### src/rtl/time_entry_pkg.sv
// time_entry_pkg: shared field-select codes, FSM state type and default moduli
// Latency: n/a (declarations only)
// Backpressure: n/a
package time_entry_pkg;

  // Field-select encoding driven on sel
  localparam logic [1:0] FLD_MS  = 2'd0;
  localparam logic [1:0] FLD_SEC = 2'd1;
  localparam logic [1:0] FLD_MIN = 2'd2;
  localparam logic [1:0] FLD_HR  = 2'd3;

  // Edit controller states
  typedef enum logic [1:0] {
    ST_IDLE   = 2'd0,
    ST_EDIT   = 2'd1,
    ST_COMMIT = 2'd2
  } state_t;

  // Default moduli for a 24-hour clock with millisecond resolution
  localparam int MS_MAX_DEF  = 1000;
  localparam int SEC_MAX_DEF = 60;
  localparam int MIN_MAX_DEF = 60;
  localparam int HR_MAX_DEF  = 24;
  localparam int STEP_W_DEF  = 4;

  // True when the select code addresses the given field
  function automatic logic fld_hit(input logic [1:0] sel_f, input logic [1:0] fld);
    return (sel_f == fld);
  endfunction

endpackage

### src/rtl/time_field_step.sv
// time_field_step: one modulo-MAX time field stepped up/down by a variable amount
// Latency: combinational (0 cycles); the caller registers v_next
// Backpressure: none; the result is valid whenever the inputs are
//
// Ports:
//   v        current field value (0..MAX-1)
//   step     amount for an own inc/dec
//   inc/dec  own step request (both high = no change)
//   cin_inc  carry-in from the field below: add 1
//   cin_dec  borrow-in from the field below: subtract 1
//   v_next   updated value
//   wrap     increment crossed MAX (carry out)
//   borrow   decrement went below 0 (borrow out)
module time_field_step import time_entry_pkg::*; #(
  parameter int MAX    = 60,
  parameter int STEP_W = 4,
  parameter int W      = $clog2(MAX)
) (
  input  logic [W-1:0]      v,
  input  logic [STEP_W-1:0] step,
  input  logic              inc,
  input  logic              dec,
  input  logic              cin_inc,
  input  logic              cin_dec,
  output logic [W-1:0]      v_next,
  output logic              wrap,
  output logic              borrow
);

  // One extra bit so v + step and v + MAX - amt never overflow
  localparam logic [W:0] MAX_X = (W+1)'(MAX);

  logic         w_add;
  logic         w_sub;
  logic [W:0]   w_v_x;
  logic [W:0]   w_amt_x;
  logic [W:0]   w_sum;

  always_comb begin
    // A field is either the selected one (own step) or receives a carry of 1;
    // both cannot happen together because carries only travel upward.
    w_add   = (inc & ~dec) | cin_inc;
    w_sub   = (dec & ~inc) | cin_dec;
    w_v_x   = {1'b0, v};
    w_amt_x = (inc ^ dec) ? {{(W+1-STEP_W){1'b0}}, step} : (W+1)'(1);
    w_sum   = w_v_x + w_amt_x;

    wrap   = w_add & (w_sum >= MAX_X);
    borrow = w_sub & (w_v_x < w_amt_x);

    v_next = v;
    if (w_add) begin
      v_next = wrap ? W'(w_sum - MAX_X) : W'(w_sum);
    end else if (w_sub) begin
      v_next = borrow ? W'(w_v_x + MAX_X - w_amt_x) : W'(w_v_x - w_amt_x);
    end
  end

endmodule

### src/rtl/time_entry_ctrl.sv
// time_entry_ctrl: editable ms/sec/min/hr fields with commit/cancel handshake
// Latency: inc/dec -> *_o after 1 edge; commit -> load_o pulse after 1 edge
// Backpressure: none; inc/dec ignored during the COMMIT cycle, commit/cancel ignored in IDLE
//
// Build option: define TIME_ENTRY_CARRY_EN to ripple wrap/borrow into higher fields
// (out of hr is discarded); undefined, every field wraps on its own.
//
// Ports:
//   clk, reset           single clock, synchronous active-high reset
//   sel                  field select (FLD_MS/FLD_SEC/FLD_MIN/FLD_HR)
//   step                 amount per inc/dec cycle
//   inc, dec             step selected field (both = no effect)
//   commit, cancel       accept edits / restore last committed time (EDIT only)
//   ms_o..hr_o           current edit values
//   editing_o            high while in EDIT
//   load_o               one-cycle pulse; *_o carry the committed time then
module time_entry_ctrl import time_entry_pkg::*; #(
  parameter int MS_MAX  = MS_MAX_DEF,
  parameter int SEC_MAX = SEC_MAX_DEF,
  parameter int MIN_MAX = MIN_MAX_DEF,
  parameter int HR_MAX  = HR_MAX_DEF,
  parameter int STEP_W  = STEP_W_DEF
) (
  input  logic                       clk,
  input  logic                       reset,
  input  logic [1:0]                 sel,
  input  logic [STEP_W-1:0]          step,
  input  logic                       inc,
  input  logic                       dec,
  input  logic                       commit,
  input  logic                       cancel,
  output logic [$clog2(MS_MAX)-1:0]  ms_o,
  output logic [$clog2(SEC_MAX)-1:0] sec_o,
  output logic [$clog2(MIN_MAX)-1:0] min_o,
  output logic [$clog2(HR_MAX)-1:0]  hr_o,
  output logic                       editing_o,
  output logic                       load_o
);

  localparam int MS_W  = $clog2(MS_MAX);
  localparam int SEC_W = $clog2(SEC_MAX);
  localparam int MIN_W = $clog2(MIN_MAX);
  localparam int HR_W  = $clog2(HR_MAX);

  // FSM
  state_t r_state;
  state_t w_state_nxt;
  logic   w_eff;        // exactly one of inc/dec
  logic   w_step_en;    // apply field step this cycle
  logic   w_cancel_en;  // restore shadow into edit registers
  logic   w_shadow_en;  // capture edit registers into shadow

  // Edit and shadow registers
  logic [MS_W-1:0]  r_ms,    r_sh_ms;
  logic [SEC_W-1:0] r_sec,   r_sh_sec;
  logic [MIN_W-1:0] r_min,   r_sh_min;
  logic [HR_W-1:0]  r_hr,    r_sh_hr;

  // Field step unit wiring
  logic w_inc_ms,  w_dec_ms;
  logic w_inc_sec, w_dec_sec;
  logic w_inc_min, w_dec_min;
  logic w_inc_hr,  w_dec_hr;
  logic w_cin_inc_sec, w_cin_dec_sec;
  logic w_cin_inc_min, w_cin_dec_min;
  logic w_cin_inc_hr,  w_cin_dec_hr;
  logic w_wrap_ms,  w_borrow_ms;
  logic w_wrap_sec, w_borrow_sec;
  logic w_wrap_min, w_borrow_min;
  logic w_wrap_hr,  w_borrow_hr;
  logic [MS_W-1:0]  w_ms_nxt;
  logic [SEC_W-1:0] w_sec_nxt;
  logic [MIN_W-1:0] w_min_nxt;
  logic [HR_W-1:0]  w_hr_nxt;

  assign w_eff = inc ^ dec;

  // ---------------------------------------------------------------------------
  // FSM: state register
  // ---------------------------------------------------------------------------
  always_ff @(posedge clk) begin
    if (reset) begin
      r_state <= ST_IDLE;
    end else begin
      r_state <= w_state_nxt;
    end
  end

  // FSM: next state (cancel beats commit beats inc/dec)
  always_comb begin
    w_state_nxt = r_state;
    unique case (r_state)
      ST_IDLE: begin
        if (w_eff) w_state_nxt = ST_EDIT;
      end
      ST_EDIT: begin
        if (cancel)      w_state_nxt = ST_IDLE;
        else if (commit) w_state_nxt = ST_COMMIT;
      end
      ST_COMMIT: w_state_nxt = ST_IDLE;
      default:   w_state_nxt = ST_IDLE;
    endcase
  end

  // FSM: outputs and datapath strobes, decoded from the registered state only
  always_comb begin
    editing_o   = 1'b0;
    load_o      = 1'b0;
    w_step_en   = 1'b0;
    w_cancel_en = 1'b0;
    w_shadow_en = 1'b0;
    unique case (r_state)
      ST_IDLE: begin
        w_step_en = w_eff;
      end
      ST_EDIT: begin
        editing_o   = 1'b1;
        w_cancel_en = cancel;
        // A step arriving with commit/cancel is dropped
        w_step_en   = w_eff & ~cancel & ~commit;
      end
      ST_COMMIT: begin
        load_o      = 1'b1;
        w_shadow_en = 1'b1;
      end
      default: ;
    endcase
  end

  // ---------------------------------------------------------------------------
  // Field step requests
  // ---------------------------------------------------------------------------
  always_comb begin
    w_inc_ms  = w_step_en & inc & fld_hit(sel, FLD_MS);
    w_dec_ms  = w_step_en & dec & fld_hit(sel, FLD_MS);
    w_inc_sec = w_step_en & inc & fld_hit(sel, FLD_SEC);
    w_dec_sec = w_step_en & dec & fld_hit(sel, FLD_SEC);
    w_inc_min = w_step_en & inc & fld_hit(sel, FLD_MIN);
    w_dec_min = w_step_en & dec & fld_hit(sel, FLD_MIN);
    w_inc_hr  = w_step_en & inc & fld_hit(sel, FLD_HR);
    w_dec_hr  = w_step_en & dec & fld_hit(sel, FLD_HR);
  end

`ifdef TIME_ENTRY_CARRY_EN
  // Carry/borrow ripples combinationally up the chain in one cycle
  assign w_cin_inc_sec = w_wrap_ms;
  assign w_cin_dec_sec = w_borrow_ms;
  assign w_cin_inc_min = w_wrap_sec;
  assign w_cin_dec_min = w_borrow_sec;
  assign w_cin_inc_hr  = w_wrap_min;
  assign w_cin_dec_hr  = w_borrow_min;
`else
  assign w_cin_inc_sec = 1'b0;
  assign w_cin_dec_sec = 1'b0;
  assign w_cin_inc_min = 1'b0;
  assign w_cin_dec_min = 1'b0;
  assign w_cin_inc_hr  = 1'b0;
  assign w_cin_dec_hr  = 1'b0;
`endif

  // Carry out of hr is always dropped; lower ones are dropped without carry chaining
  logic w_unused_carry;
  assign w_unused_carry = ^{w_wrap_ms, w_borrow_ms, w_wrap_sec, w_borrow_sec,
                            w_wrap_min, w_borrow_min, w_wrap_hr, w_borrow_hr};

  time_field_step #(.MAX(MS_MAX), .STEP_W(STEP_W)) u_ms (
    .v(r_ms), .step(step), .inc(w_inc_ms), .dec(w_dec_ms),
    .cin_inc(1'b0), .cin_dec(1'b0),
    .v_next(w_ms_nxt), .wrap(w_wrap_ms), .borrow(w_borrow_ms)
  );

  time_field_step #(.MAX(SEC_MAX), .STEP_W(STEP_W)) u_sec (
    .v(r_sec), .step(step), .inc(w_inc_sec), .dec(w_dec_sec),
    .cin_inc(w_cin_inc_sec), .cin_dec(w_cin_dec_sec),
    .v_next(w_sec_nxt), .wrap(w_wrap_sec), .borrow(w_borrow_sec)
  );

  time_field_step #(.MAX(MIN_MAX), .STEP_W(STEP_W)) u_min (
    .v(r_min), .step(step), .inc(w_inc_min), .dec(w_dec_min),
    .cin_inc(w_cin_inc_min), .cin_dec(w_cin_dec_min),
    .v_next(w_min_nxt), .wrap(w_wrap_min), .borrow(w_borrow_min)
  );

  time_field_step #(.MAX(HR_MAX), .STEP_W(STEP_W)) u_hr (
    .v(r_hr), .step(step), .inc(w_inc_hr), .dec(w_dec_hr),
    .cin_inc(w_cin_inc_hr), .cin_dec(w_cin_dec_hr),
    .v_next(w_hr_nxt), .wrap(w_wrap_hr), .borrow(w_borrow_hr)
  );

  // ---------------------------------------------------------------------------
  // Edit and shadow registers
  // ---------------------------------------------------------------------------
  always_ff @(posedge clk) begin
    if (reset) begin
      r_ms     <= '0;
      r_sec    <= '0;
      r_min    <= '0;
      r_hr     <= '0;
      r_sh_ms  <= '0;
      r_sh_sec <= '0;
      r_sh_min <= '0;
      r_sh_hr  <= '0;
    end else begin
      if (w_cancel_en) begin
        r_ms  <= r_sh_ms;
        r_sec <= r_sh_sec;
        r_min <= r_sh_min;
        r_hr  <= r_sh_hr;
      end else if (w_step_en) begin
        r_ms  <= w_ms_nxt;
        r_sec <= w_sec_nxt;
        r_min <= w_min_nxt;
        r_hr  <= w_hr_nxt;
      end
      // Edit registers are frozen in COMMIT, so this captures the loaded time
      if (w_shadow_en) begin
        r_sh_ms  <= r_ms;
        r_sh_sec <= r_sec;
        r_sh_min <= r_min;
        r_sh_hr  <= r_hr;
      end
    end
  end

  assign ms_o  = r_ms;
  assign sec_o = r_sec;
  assign min_o = r_min;
  assign hr_o  = r_hr;

endmodule

### config.mk
export PLATFORM = sky130hd
export DESIGN_NAME = time_entry_ctrl
export DESIGN_NICKNAME = d
export VERILOG_FILES = /design/src/rtl/time_entry_pkg.sv /design/src/rtl/time_field_step.sv /design/src/rtl/time_entry_ctrl.sv
export SDC_FILE = /design/constraint.sdc
export NUM_CORES = 1
export LEC_CHECK = 0
export BUFFER_PORTS_ARGS = -buffer_cell sky130_fd_sc_hd__buf_2
export CAP_MARGIN = 20
export CORE_UTILIZATION = 62
export CTS_BUF_LIST = sky130_fd_sc_hd__clkbuf_8 sky130_fd_sc_hd__clkbuf_16
export DETAILED_ROUTE_END_ITERATION = 10
export GPL_ROUTABILITY_DRIVEN = 1
export GPL_TIMING_DRIVEN = 0
export PLACE_DENSITY = 0.82
export SLEW_MARGIN = 20
export SYNTH_ARGS = -nofsm -noshare
export SYNTH_HDL_FRONTEND = slang
export SYNTH_SLANG_ARGS = --single-unit
### constraint.sdc
create_clock -name clk -period 5.3 [get_ports clk]
set_clock_uncertainty 0.2 [all_clocks]
set_input_delay 0.265 -clock clk [delete_from_list [all_inputs] [get_ports clk]]
set_output_delay 0.265 -clock clk [all_outputs]
set_load 0.05 [all_outputs]
* Word level (Yosys, flattened, before mapping)
Index checks and enable logic that the tools add are counted.
Cells by class: shifts and indexed selects 0, order comparisons 8, bitwise operators 43, muxes and demuxes 36, add/subtract/negate cells 20, $mul 0, divide/modulo/power cells 0, equal/unequal tests 7, reduce and logical (&&, ||, !) cells 12
Operators with widths (number):
- 6-bit 2-to-1 mux | 12
- 10-bit 2-to-1 mux | 6
- 5-bit 2-to-1 mux | 6
- 1-bit AND | 28
- 6-bit subtractor | 4
- 10-bit subtractor | 2
- 4-bit 2-to-1 mux | 4
- 6-bit by 4-bit adder with 7-bit output | 2
- 7-bit by 6-bit >= comparator with 1-bit output (second input constant) | 2
- 6-bit by 7-bit < comparator with 1-bit output | 2
- 6-bit adder (second input constant) | 2
- 3-bit nonzero test | 4
- 6-bit subtractor (second input constant) | 2
- 10-bit by 4-bit adder with 11-bit output | 1
- 11-bit by 10-bit >= comparator with 1-bit output (second input constant) | 1
- 10-bit by 11-bit < comparator with 1-bit output | 1
- 10-bit adder (second input constant) | 1
- 1-bit NOT | 10
- 2-bit AND reduction | 5
- 10-bit subtractor (second input constant) | 1
- 5-bit subtractor | 2
- 5-bit by 4-bit adder with 6-bit output | 1
- 2-bit == test (second input constant) | 3
- 6-bit by 5-bit >= comparator with 1-bit output (second input constant) | 1
- other kinds (13) | 23
Word-level totals: memory bits (read-only) 0, word-level logic and storage cells 135, output and inout bits 29, register bits 56, bits in writable memories 0, latch bits 0, memories kept 0, input bits 12

* Depth between registers and ports, before layout
Gate-level depths: netlist of the first run.
word-level depth 15, gate-level depth with buffers 19, gate-level depth less buffers 18

* Hierarchy
From an unflattened synthesis of the first run, not the netlist that was laid out.
Unflattened totals: cells, all modules 830, area total of the unflattened synthesis 6846.6 um^2
By module, submodules not included:
- time_entry_ctrl | sequential area each 1121.1 um^2, area an instance 2487.4 um^2, cells each 269, times used 1
- time_field_step (u_min ...) | sequential area each 0.0 um^2, area an instance 1087.3 um^2, cells each 138, times used 2
- time_field_step (u_ms) | sequential area each 0.0 um^2, area an instance 1417.6 um^2, cells each 185, times used 1
- time_field_step (u_hr) | sequential area each 0.0 um^2, area an instance 767.0 um^2, cells each 100, times used 1

* Worst setup path after synthesis of the first run
OpenSTA, ideal clock, no wires.
path type input to register, start point in cancel, end point reg r_ms[8] (netlist: ms_o[8]), slack 0.644 ns, stages 15, data required time 4.980 ns, arrival time 4.336 ns, path buffers 3, cell sequence o21a_1 > or3_1 > clkbuf_1 > nor4b_1 > ha_1 > nand2b_1 > ha_1 > buf_6 > or2b_2 > a211oi_2 > mux2i_1 > or4b_1 > buf_2 > o311a_1 > o31a_1
On the way: cells in the longest elaborated chain, start to end 15, elaborated cells between the ends (all ways) 32, classes of those cells add/sub (4); order compare (2); mux (9); bitwise (14); reduce/logical (3)
Ends and longest elaborated chain:
- start, declared | RTL line time_entry_ctrl.sv:31 | input logic cancel,
- 1-bit NOT | RTL line time_entry_ctrl.sv:120 | w_step_en = w_eff & ~cancel & ~commit;
- 1-bit AND (2 in series) | RTL line time_entry_ctrl.sv:120
- 1-bit one-hot mux with 2 select lines | RTL line time_entry_ctrl.sv:112 | unique case (r_state)
- 1-bit AND, on equally long branches (2 in series) | RTL line time_entry_ctrl.sv:134, time_entry_ctrl.sv:135
- 1-bit XOR | RTL line time_field_step.sv:45 | w_amt_x = (inc ^ dec) ? {{(W+1-STEP_W){1'b0}}, step} : (W+1)'(1);
- 4-bit 2-to-1 mux | RTL line time_field_step.sv:45
- 10-bit by 4-bit adder with 11-bit output or 10-bit by 11-bit < comparator with 1-bit output (tied branches) | RTL line time_field_step.sv:46, time_field_step.sv:49
- 11-bit by 10-bit >= comparator with 1-bit output or 1-bit AND (tied branches) | RTL line time_field_step.sv:48, time_field_step.sv:49
- 1-bit AND or 10-bit 2-to-1 mux (tied branches) | RTL line time_field_step.sv:48, time_field_step.sv:55
- 10-bit 2-to-1 mux, on equally long branches | RTL line time_field_step.sv:53, time_field_step.sv:54
- 10-bit 2-to-1 mux | RTL line time_field_step.sv:52 | if (w_add) begin
- 10-bit 2-to-1 mux | RTL line time_entry_ctrl.sv:209 | end else if (w_step_en) begin
- 10-bit 2-to-1 mux | RTL line time_entry_ctrl.sv:204 | if (w_cancel_en) begin
- end signal, assigned | RTL line time_entry_ctrl.sv:205 | r_ms <= r_sh_ms;
- end signal, assigned | RTL line time_entry_ctrl.sv:210 | r_ms <= w_ms_nxt;
- end, declared | RTL line time_entry_ctrl.sv:54 | logic [MS_W-1:0] r_ms, r_sh_ms;
Parallel ways exist; a longest one is shown, timed or not. The select of a mux whose other input is x is not followed. A chain may end at the register's enable or synchronous reset.

* Worst setup path after layout of the first run
start point reg r_state[0], end point reg r_ms[8] (netlist: ms_o[8])
On the way: cells in the longest elaborated chain, start to end 13, elaborated cells between the ends (all ways) 31, classes of those cells add/sub (4); order compare (2); eq/ne (1); mux (9); bitwise (11); reduce/logical (4)
Ends and longest elaborated chain:
- start, declared | RTL line time_entry_ctrl.sv:46 | state_t r_state;
- start signal, assigned | RTL line time_entry_ctrl.sv:85 | r_state <= w_state_nxt;
- 2-bit by 1-bit == test with 1-bit output or 2-bit zero test (tied branches) | RTL line time_entry_ctrl.sv:112
- 1-bit one-hot mux with 2 select lines | RTL line time_entry_ctrl.sv:112
- 1-bit AND, on equally long branches (2 in series) | RTL line time_entry_ctrl.sv:134, time_entry_ctrl.sv:135
- 1-bit XOR | RTL line time_field_step.sv:45
- 4-bit 2-to-1 mux | RTL line time_field_step.sv:45
- 10-bit by 4-bit adder with 11-bit output or 10-bit by 11-bit < comparator with 1-bit output (tied branches) | RTL line time_field_step.sv:46, time_field_step.sv:49
- 11-bit by 10-bit >= comparator with 1-bit output or 1-bit AND (tied branches) | RTL line time_field_step.sv:48, time_field_step.sv:49
- 1-bit AND or 10-bit 2-to-1 mux (tied branches) | RTL line time_field_step.sv:48, time_field_step.sv:55
- 10-bit 2-to-1 mux, on equally long branches | RTL line time_field_step.sv:53, time_field_step.sv:54
- 10-bit 2-to-1 mux | RTL line time_field_step.sv:52
- 10-bit 2-to-1 mux | RTL line time_entry_ctrl.sv:209
- 10-bit 2-to-1 mux | RTL line time_entry_ctrl.sv:204
Parallel ways exist; a longest one is shown, timed or not. The select of a mux whose other input is x is not followed.

==> results of run 1 <==
state kept, by name (all words and copies together) (netlist names):
name,count
ms_o,10
r_sh_ms,10
min_o,6
r_sh_min,6
r_sh_sec,6
sec_o,6
hr_o,5
r_sh_hr,5
r_state,2
placed cells by master, fill, tap and decap left out, drive strengths merged, types with 16 or more instances in the layout:
| master | instances |
|---|---|
| nor3 | 20 |
| nand2b | 22 |
| dfxtp | 56 |
| clkbuf | 32 |
| ha | 65 |
| xnor2 | 22 |
| nand2 | 97 |
| a21oi | 57 |
| nor2 | 52 |
| o21ai | 32 |
| fa | 18 |
| buf | 52 |
| nand3 | 19 |
| nor2b | 16 |
| inv | 84 |
metrics by stage:
stage               setup TNS (ns)  hold WS (ns)  utilization (%)  cell area, sq um  cells
floorplan                        0         0.211                -              6050    801
global placement            -0.181         0.239             68.7              6410    969
detailed placement          -0.294         0.245             68.7              6410    969
CTS                              0         0.113             69.7              6500    977
global route             -0.000989         0.131             69.8              6520    977
finish                           0         0.115             69.8              6520    977
kinds of logic (layout without fill, tap and decap cells):
logic type	count (synthesis)	in the layout	share of synthesized area, %
AND/OR/NAND/NOR	295	295	24.8
AO/OA/AOI/OAI	198	198	22.1
buffers and inverters	123	170	8.13
adder cells (fa/ha/maj)	83	83	19.4
flip-flops	56	56	18.5
XOR/XNOR	32	32	4.63
multiplexers	14	14	2.36
critical path, stage by stage, from the launching register on:
cell and delay, ns:
dfxtp_1 0.33, o21a_1 0.15, or3_1 0.31, clkbuf_1 0.30, nor4b_2 0.40, ha_1 0.32
nand2b_1 0.20, ha_1 0.36, buf_6 0.17, or2b_2 0.32, a211oi_4 0.38, mux2i_2 0.34
or4b_1 0.44, buf_2 0.18, o311a_1 0.36, o31a_1 0.27
final cells by class:
| class | count | area (sq um) |
|---|---|---|
| clock buffers | 5 | 68.8 |
| inverters | 83 | 312 |
| multi-input cells | 622 | 4450 |
| flip-flops and latches | 56 | 1120 |
| repair buffers | 40 | 205 |
| fillers | 798 | 2810 |
| well taps | 129 | 161 |
| plain buffers | 40 | 180 |
| clock inverters | 2 | 12.5 |
timing repair:
action                                 in CTS  in global routing
hold buffers                                1                  0
endpoints found under the hold margin       1                  0
setup endpoints to repair                   0                  5
resized for setup                           0                  3
power by group:
part           internal [uW]  switching (uW)
clock                   91.3             145
combinational            201             348
sequential               438            29.9
routing by layer:
| metal | routed length, um | up-vias | GRT usage (%) |
|---|---|---|---|
| li1 | - | 2898 | - |
| met1 | 7210 | 2883 | 45.4 |
| met2 | 7990 | 336 | 58.6 |
| met3 | 1460 | 51 | 4.23 |
| met4 | 465 | 0 | 10.7 |
| met5 | 0 | - | 0 |
final timing paths:
check,start,to,depth (start not counted)
worst max-delay path,r_state[0],ms_o[8],15
worst min-delay path,cancel,r_state[1],3
worst max register to register,r_state[0],ms_o[8],15
worst min register to register,r_sh_sec[3],r_sh_sec[3],2
==> key figures, run 1 <==
Place
  – Input/output buffers: 39
  – RePlAce Congestion: roughly 1.0
  – DP HPWL: about 13000 um
  – Pre-CTS WS: -0.166 ns

Setup path
  – Reg-to-reg setup timing slack: 0.14 ns
  – CP Max Fanout: 10
  – CP Launch Type: flop
  – Worst EP arrival: between 5 and 6 ns
  – Crit Path Class: flop to flop
  – Crit path required time: 5.30 ns
  – Crit end category: flop

Power and ir drop
  – Leak pwr: roughly 0.0027 uW
  – Total Power: roughly 1300 uW
  – Peak VDD IR: 0.000125 V
  – PD cells: 192 nW/um^2

Job
  – Max Cap Viol: 0

Route
  – Residual DRC: 0
  – Routed WL: about 17000 um
  – Vias: between 6000 and 7000
  – DRT iter0 DRCs: roughly 420
  – ANT nets after route: 0
  – Drt wl/cell: 17.5 um
  – Via density: around 6.3
  – Drt pass-1 iters: 5

GRT
  – GR Overflow Total: 0
  – First-pass GRT wire length: between 20000 and 30000 um
  – Vias in the first global route: approximately 5800
  – Largest net degree at the start of global routing: 17
  – Initial antenna violation count: 0
  – GRT Total Usage: 34.4%

Timing
  – Hold Fails Final Rpt: 0
  – Setup WS post-layout: about 0.14 ns
  – Post-layout minimum cycle time: around 5.2 ns
  – Worst slew pin tran: about 0.76 ns
  – # setup viols final: 0
  – Fmax: between 0.15 and 0.2 GHz
  – Slew Limit Fails: 0
  – Fin crit share: between 90% and 100%
  – Slew HR: around half

Logic synthesis
  – Total nets after synthesis: around 900
  – Top cell type's share of synthesized area: 18.5%
  – Count leader, synth: nand2_1
  – Top FF cell, synth: dfxtp_1
  – Cell area after synthesis: around 6000 sq um
  – Sequential-to-total area share from yosys stat: between 10% and 20%
  – Synth area leader: dfxtp_1
  – Post-synth EDFFs: 0
  – Total number of yosys warnings: 0
  – Synth Register Bits: between 50 and 60
  – Mapped Cells: approximately 800
  – Netlist cell types: 76
  – Synthesized area per cell: roughly 7.6 sq um
  – Asr flop ratio synth: 0%
  – Leading post-synthesis cells by cell area: dfxtp_1 (19%), ha_1 (13%), nand2_1 (6.0%)
  – Commonest cells post-synth: nand2_1 (97), inv_1 (79), ha_1 (65), a21oi_1 (57), dfxtp_1 (56)

Final layout
  – Antenna cells: 0
  – Share of cells above drive strength 1: 8.49%
  – Layout area overhead: 7.69%
  – Final nets: around 940

Clock network
  – Clk pin slew, worst setup/hold paths: approximately 0.11 ns
  – CTS root buf: clkbuf_8
  – Clock Tree Buf Depth: 2
  – TritonCTS Buffers: 5
  – Post-CTS setup buffer count: 0
  – Clock latency on the worst-skew pair: 0.31 ns
  – Clock Sinks: 56
  – CTS tree: yes
  – # H-tree levels: 2

Floorplanning
  – # IOs: 41
  – Initial Util: 64.9%
  – Die height: between 100 and 150 um
  – Core ar.: 9330 sq um
  – Die area: around 10000 sq um
  – Die extent in x: 101 um
  – # rows: 35

Run status
  – Status: finished, final reports clean

Hold path
  – Hold Crit Class: input pin to flop
No activity file was read; power rests on OpenSTA's default activity.
==> run 2, diff against run 1 <==
==> constraint.sdc (replaced) <==
create_clock -name clk -period 5.3 [get_ports clk]
set_clock_uncertainty 0.2 [all_clocks]
set_input_delay 0 -clock clk [delete_from_list [all_inputs] [get_ports clk]]
set_output_delay 0 -clock clk [all_outputs]
set_load 0.05 [all_outputs]
==> run 2 against run 1 <==
Effect of this change: global-route usage is 0.074 points higher; combinational power about the same; via count down 0.42%; routed wire length shrank 0.43%; clock power is essentially flat; first-iteration DRC count up 2.6%; critical path depth unchanged; sequential share of layout area down 0.053 points; critical endpoint unchanged.
==> key figures, run 2 (same netlist as run 1, synthesis figures left out) <==
GRT
  – First-pass GRT wire length: 27800 um (+0.20%)
  – GRT Total Usage: 34.5% (+0.074 points)
  – Largest net degree at the start of global routing: 17 (unchanged)
  – GR Overflow Total: 0 (unchanged)
  – Vias in the first global route: 5833 (+0.14%)
  – Initial antenna violation count: 0 (unchanged)

Setup path
  – Crit Path Class: flop to flop
  – Top Family by Delay on Critical Path: simple AND/OR/NAND/NOR gates
  – Critical path buffer and inverter count: 3 (unchanged)
  – Most used cell, CP: ha_1
  – Crit path required time: 5.30 ns (about the same)
  – R2R Path End: ms_o[8]
  – CP Max Fanout: 10 (unchanged)
  – Crit end category: flop
  – CP Launch Type: flop
  – Worst EP arrival: 5.14 ns (-0.02 ns)
  – Reg-to-reg setup timing slack: 0.17 ns (+0.02 ns)
  – CP cell instances: o21a_1 > or3_1 > clkbuf_1 > nor4b_2 > ha_1 > nand2b_1 > ha_1 > buf_6 > or2b_2 > a211oi_4 > mux2i_2 > or4b_1 > buf_2 > o311a_1 > o31a_1
  – R2R depth: 15 (unchanged)
  – Worst path max stage delay: 0.44 ns (about the same)
  – Critical register-to-register path startpoint: r_state[0]
  – Worst Setup SP: r_state[0]
  – Slowest stage cell, crit path: or4b_1

Place
  – Input/output buffers: 39 (unchanged)
  – Placed cell area: 6410 sq um (unchanged)
  – RePlAce Congestion: 0.998 (unchanged)
  – DP HPWL: 13300 um (unchanged)
  – Placed Instances: 969 (unchanged)

Route
  – ANT nets after route: 0 (unchanged)
  – Routed WL: 17100 um (-0.43%)
  – Vias: 6142 (-0.42%)
  – Drt wl/cell: 17.4 um (-0.63%)
  – Via density: 6.27 (-0.62%)
  – DRT iter0 DRCs: 427 (+2.6%)
  – Drt pass-1 iters: 7 (+2)
  – Residual DRC: 0 (unchanged)

Floorplanning
  – Initial Util: 64.9% (unchanged)
  – Die extent in x: 101 um (unchanged)
  – Die area: 10200 sq um (unchanged)
  – Die height: 101 um (unchanged)
  – # rows: 35 (unchanged)
  – Core ar.: 9330 sq um (unchanged)
  – # IOs: 41 (unchanged)

Final layout
  – Commonest non-fill, non-tap cell in the layout: nand2_1
  – Layout area overhead: 8.02%
  – Leading cell types in the layout, fill and taps excluded: nand2_1 (97), inv_1 (80), ha_1 (65)
  – Post-route cell area: 6540 sq um (+0.31%)
  – Final nets: 945 (+0.21%)
  – Share of cells above drive strength 1: 8.47% (-0.020 points)
  – Final core utilization: 70.1% (+0.21 points)
  – Antenna cells: 0 (unchanged)
  – Cell Count, Final, Fillers Out: 979 (+0.20%)

Clock network
  – Post-CTS setup buffer count: 0 (unchanged)
  – CTS tree: yes
  – Clk pin slew, worst setup/hold paths: 0.11 ns (about the same)
  – Clock Tree Buf Depth: 2 (unchanged)
  – CTS root buf: clkbuf_8
  – Clock latency on the worst-skew pair: 0.31 ns (about the same)
  – Clock Sinks: 56 (unchanged)
  – # H-tree levels: 2 (unchanged)
  – TritonCTS Buffers: 5 (unchanged)

Power and ir drop
  – Peak VDD IR: 0.000126 V (+0.47%)
  – Total Power: 1250 uW (about the same)
  – Leak pwr: 0.00272 uW (+0.47%)
  – PD cells: 192 nW/um^2 (-0.29%)

Timing
  – Hold Fails Final Rpt: 0 (unchanged)
  – Fmax: 0.195 GHz (+0.42%)
  – Slew HR: 47.9% (-1.1 points)
  – # setup viols final: 0 (unchanged)
  – Post-layout minimum cycle time: 5.13 ns (-0.0215 ns)
  – Slew Limit Fails: 0 (unchanged)
  – Fin crit share: 96.9% (-0.41 points)
  – Final TNS setup: 0 ns (unchanged)
  – Worst slew pin tran: 0.776 ns (+0.0170 ns)

Hold path
  – Hold Crit Endpoint: r_state[0]
  – Hold Crit Class: input pin to flop
  – Hold path start: inc
  – Min-Delay Path Depth: 3 (unchanged)

Job
  – Max Cap Viol: 0 (unchanged)

Run status
  – Status: finished, final reports clean
-- run 2: cell types whose count changed in the layout (fill, tap and decap cells not counted) --
| cell | before | now |
|---|---|---|
| dlygate4sd3_1 | 1 | 3 |
-- run 2: report_power, final --
part	leakage, uW	switching, uW	internal, uW
Clock	0.0000458	145	91.3
Sequential	0.000454	29.9	438
Combinational	0.00222	347	202
Total	0.00272	522	731
-- run 2: layout make-up --
class	instances	area, sq um
buffer	40	180
clock buffer	5	68.8
clock inverter	2	12.5
fill	796	2790
inverter	83	312
multi-input combinational	622	4450
sequential	56	1120
tap	129	161
timing repair buffer	42	225
-- run 2: routing by layer --
metal,GRT usage [%],up-vias,share of wire (%)
met5,0,-,0
met4,10.7,0,1.9
met3,4.23,38,9.2
met2,58.7,324,47
met1,45.5,2874,42
li1,-,2906,-
-- run 2: stage by stage --
step,hold slack [ns],setup WS [ns]
global route,0.0706,-0.00373
CTS,0.0477,0.0355
global placement,0.0405,0.138
detailed placement,0.0473,0.0783
floorplan,-0.0541,0.688
finish,0.0501,0.165
-- run 2: what timing repair did --
item                       CTS  global route
resized for setup            0             3
hold buffers                 3             0
hold endpoints to repair     3             0
setup endpoints to repair    0             5
-- run 2: how the worst max path moves through the flow --
stage,cells after the start,slack [ns],end
floorplan,15,0.69,ms_o[8]
global placement,15,0.14,ms_o[8]
detailed placement,15,0.08,ms_o[8]
CTS,15,0.04,ms_o[8]
global route,17,-0.004,ms_o[7]
finish,15,0.17,ms_o[8]
-- run 2: worst min-delay path, stage by stage --
cell	delay, ns
buf_2	0.13
xnor2_1	0.25
a2111oi_0	0.14
==> run 3, diff against run 2 <==
--- a/config.mk
+++ b/config.mk
@@ -16,4 +16,5 @@
 export SLEW_MARGIN = 20
 export SYNTH_ARGS = -nofsm -noshare
 export SYNTH_HDL_FRONTEND = slang
+export SYNTH_HIERARCHICAL = 1
 export SYNTH_SLANG_ARGS = --single-unit
==> run 3 against run 2 <==
Effect of this change: worst setup slack improved by 0.012 ns; synthesized cell count increased by 2.6%; first-iteration DRC count increased by 31%; global-route usage decreased by 3.7 points; die area increased by 12%; register-to-register slack about the same; power increased by 58%; highest routed layer unchanged.
==> key figures, run 3 <==
Run status
  – Status: finished, final reports clean

Final layout
  – Layout area overhead: 9.14%
  – Leading cell types in the layout, fill and taps excluded: nand2_1 (92), nor2_1 (78), ha_1 (63)
  – Commonest non-fill, non-tap cell in the layout: nand2_1
  – Final nets: 984 (+4.1%)
  – Antenna cells: 0 (unchanged)
  – Share of cells above drive strength 1: 20.1% (+12 points)
  – Layout filler cell count: 870 (+9.3%)

Job
  – Max Cap Viol: 0 (unchanged)

Route
  – Residual DRC: 0 (unchanged)
  – Routed WL: 17600 um (+3.1%)
  – DRT iter0 DRCs: 558 (+31%)
  – Drt wl/cell: 17.1 um (-1.7%)
  – Drt pass-1 iters: 6 (-1)
  – ANT nets after route: 0 (unchanged)
  – Vias: 6331 (+3.1%)
  – Via density: 6.16 (-1.7%)

Setup path
  – Crit path required time: 5.33 ns (+0.03 ns)
  – Worst path max stage delay: 0.54 ns (+0.10 ns)
  – Critical path buffer and inverter count: 2 (-1)
  – Most used cell, CP: ha_1
  – Worst EP arrival: 5.16 ns (+0.02 ns)
  – Reg-to-reg setup timing slack: 0.18 ns (about the same)
  – Crit Path Class: flop to flop
  – CP cell instances: o21ai_2 > or4bb_4 > nor3_2 > inv_1 > ha_1 > or2_2 > ha_1 > fa_1 > nor2b_4 > o31a_1 > xnor2_2 > inv_2 > ha_1 > o31ai_1 > nand4_1 > and2_4 > o311ai_2 > mux2i_1 > a221oi_2
  – CP Max Fanout: 7 (-3)
  – Slowest stage cell, crit path: or4bb_4
  – Top Family by Delay on Critical Path: simple AND/OR/NAND/NOR gates
  – Crit end category: flop
  – CP Launch Type: flop

Timing
  – Post-layout minimum cycle time: 5.12 ns (-0.0122 ns)
  – Worst slew pin tran: 0.818 ns (+0.0417 ns)
  – Hold Slack: 0.0251 ns (-0.0249 ns)
  – Slew HR: 45.5% (-2.4 points)
  – Fin crit share: 96.7% (-0.23 points)
  – # setup viols final: 0 (unchanged)
  – Fmax: 0.195 GHz (+0.24%)
  – Setup WS post-layout: 0.177 ns (+0.0122 ns)
  – Slew Limit Fails: 0 (unchanged)
  – Hold Fails Final Rpt: 0 (unchanged)

Clock network
  – # H-tree levels: 2 (unchanged)
  – Clock Sinks: 56 (unchanged)
  – Clock latency on the worst-skew pair: 0.31 ns (about the same)
  – Clk pin slew, worst setup/hold paths: 0.10 ns (about the same)
  – CTS tree: yes
  – CTS root buf: clkbuf_8
  – TritonCTS Buffers: 5 (unchanged)
  – Clock Tree Buf Depth: 2 (unchanged)

Floorplanning
  – Core ar.: 10500 sq um (+12%)
  – Die area: 11400 sq um (+12%)
  – # rows: 37 (+5.7%)
  – # IOs: 41 (unchanged)
  – Die extent in x: 107 um (+5.9%)
  – Initial Util: 65.0% (+0.19 points)
  – Die height: 107 um (+5.9%)

Logic synthesis
  – Total number of yosys warnings: 6 (+6)
  – Synthesized area per cell: 8.28 sq um (+9.6%)
  – Cell area after synthesis: 6810 sq um (+12%)
  – Mapped Cells: 822 (+2.6%)

Power and ir drop
  – Total Power: 1970 uW (+58%)
  – PD cells: 266 nW/um^2 (+39%)
  – Peak VDD IR: 0.000155 V (+23%)
  – Leak pwr: 0.00328 uW (+21%)

Place
  – DP HPWL: 13600 um (+2.5%)
  – Pre-CTS WS: 0.00595 ns (-0.0723 ns)
  – Input/output buffers: 39 (unchanged)
  – RePlAce Congestion: 0.942 (-5.6%)

GRT
  – GR Overflow Total: 0 (unchanged)
  – Initial antenna violation count: 0 (unchanged)
  – First-pass GRT wire length: 28400 um (+2.4%)
  – GRT Total Usage: 30.8% (-3.7 points)
  – Vias in the first global route: 5964 (+2.2%)
  – Largest net degree at the start of global routing: 18 (+1)

Hold path
  – Hold Crit Class: input pin to flop
## run 3: worst paths after layout
check                   start     endpoint  depth (start not counted)
setup / recovery   r_state[0]      ms_o[4]                         19
hold / removal          reset     min_o[4]                          2
setup reg to reg   r_state[0]      ms_o[4]                         19
hold reg to reg   r_sh_sec[1]  r_sh_sec[1]                          2
## run 3: stage by stage
step                instances  utilization (%)  area [sq um]  setup TNS, ns
finish                   1027             71.0          7430              0
global route             1027             71.0          7430        -0.0438
CTS                      1026             70.5          7370              0
detailed placement       1012             69.1          7230              0
global placement         1012             69.1          7230              0
floorplan                 837                -          6860              0
## run 3: timing repair
action,4_1_cts,5_1_grt
setup buffers,1,1
hold buffers,5,0
setup endpoints to repair,1,9
pin swaps,1,4
endpoints found under the hold margin,5,0
gates resized for setup,0,12
## run 3: worst reg2reg max path, delay by kind of cell, from the launching register on
family	cells	cell delay [ns]
buffers and inverters	2	0.12
adder cells (fa/ha/maj)	4	1.29
XOR/XNOR	1	0.21
AO/OA/AOI/OAI	5	1.06
AND/OR/NAND/NOR	6	1.63
multiplexers	1	0.16
flip-flops	1	0.38
## run 3: area by class of cell
class                           count  area (sq um)  area share [%]
Inverter                           67           256            3.45
Buffer                             43           313            4.21
Sequential cell                    56          1120            15.1
Timing Repair Buffer               46           260            3.50
Multi-Input combinational cell    671          5220            70.2
Tap cell                          136           170            2.29
Clock inverter                      3          20.0           0.270
Clock buffer                        5          68.8           0.927
## run 3: per-layer routing
layer	GRT usage, %	vias up	part of all wire, %
met5	0	-	0
met4	9.88	0	2.5
met3	2.67	40	5.1
met2	54.9	215	50
met1	39.0	3061	43
li1	-	3015	-
## run 3: power by group
part	internal, uW	total, uW	leakage [uW]	switching [uW]
logic	474	1200	0.00278	727
clock network	92.6	237	0.0000455	145
registers	457	536	0.000458	78.4
total	1020	1970	0.00328	950
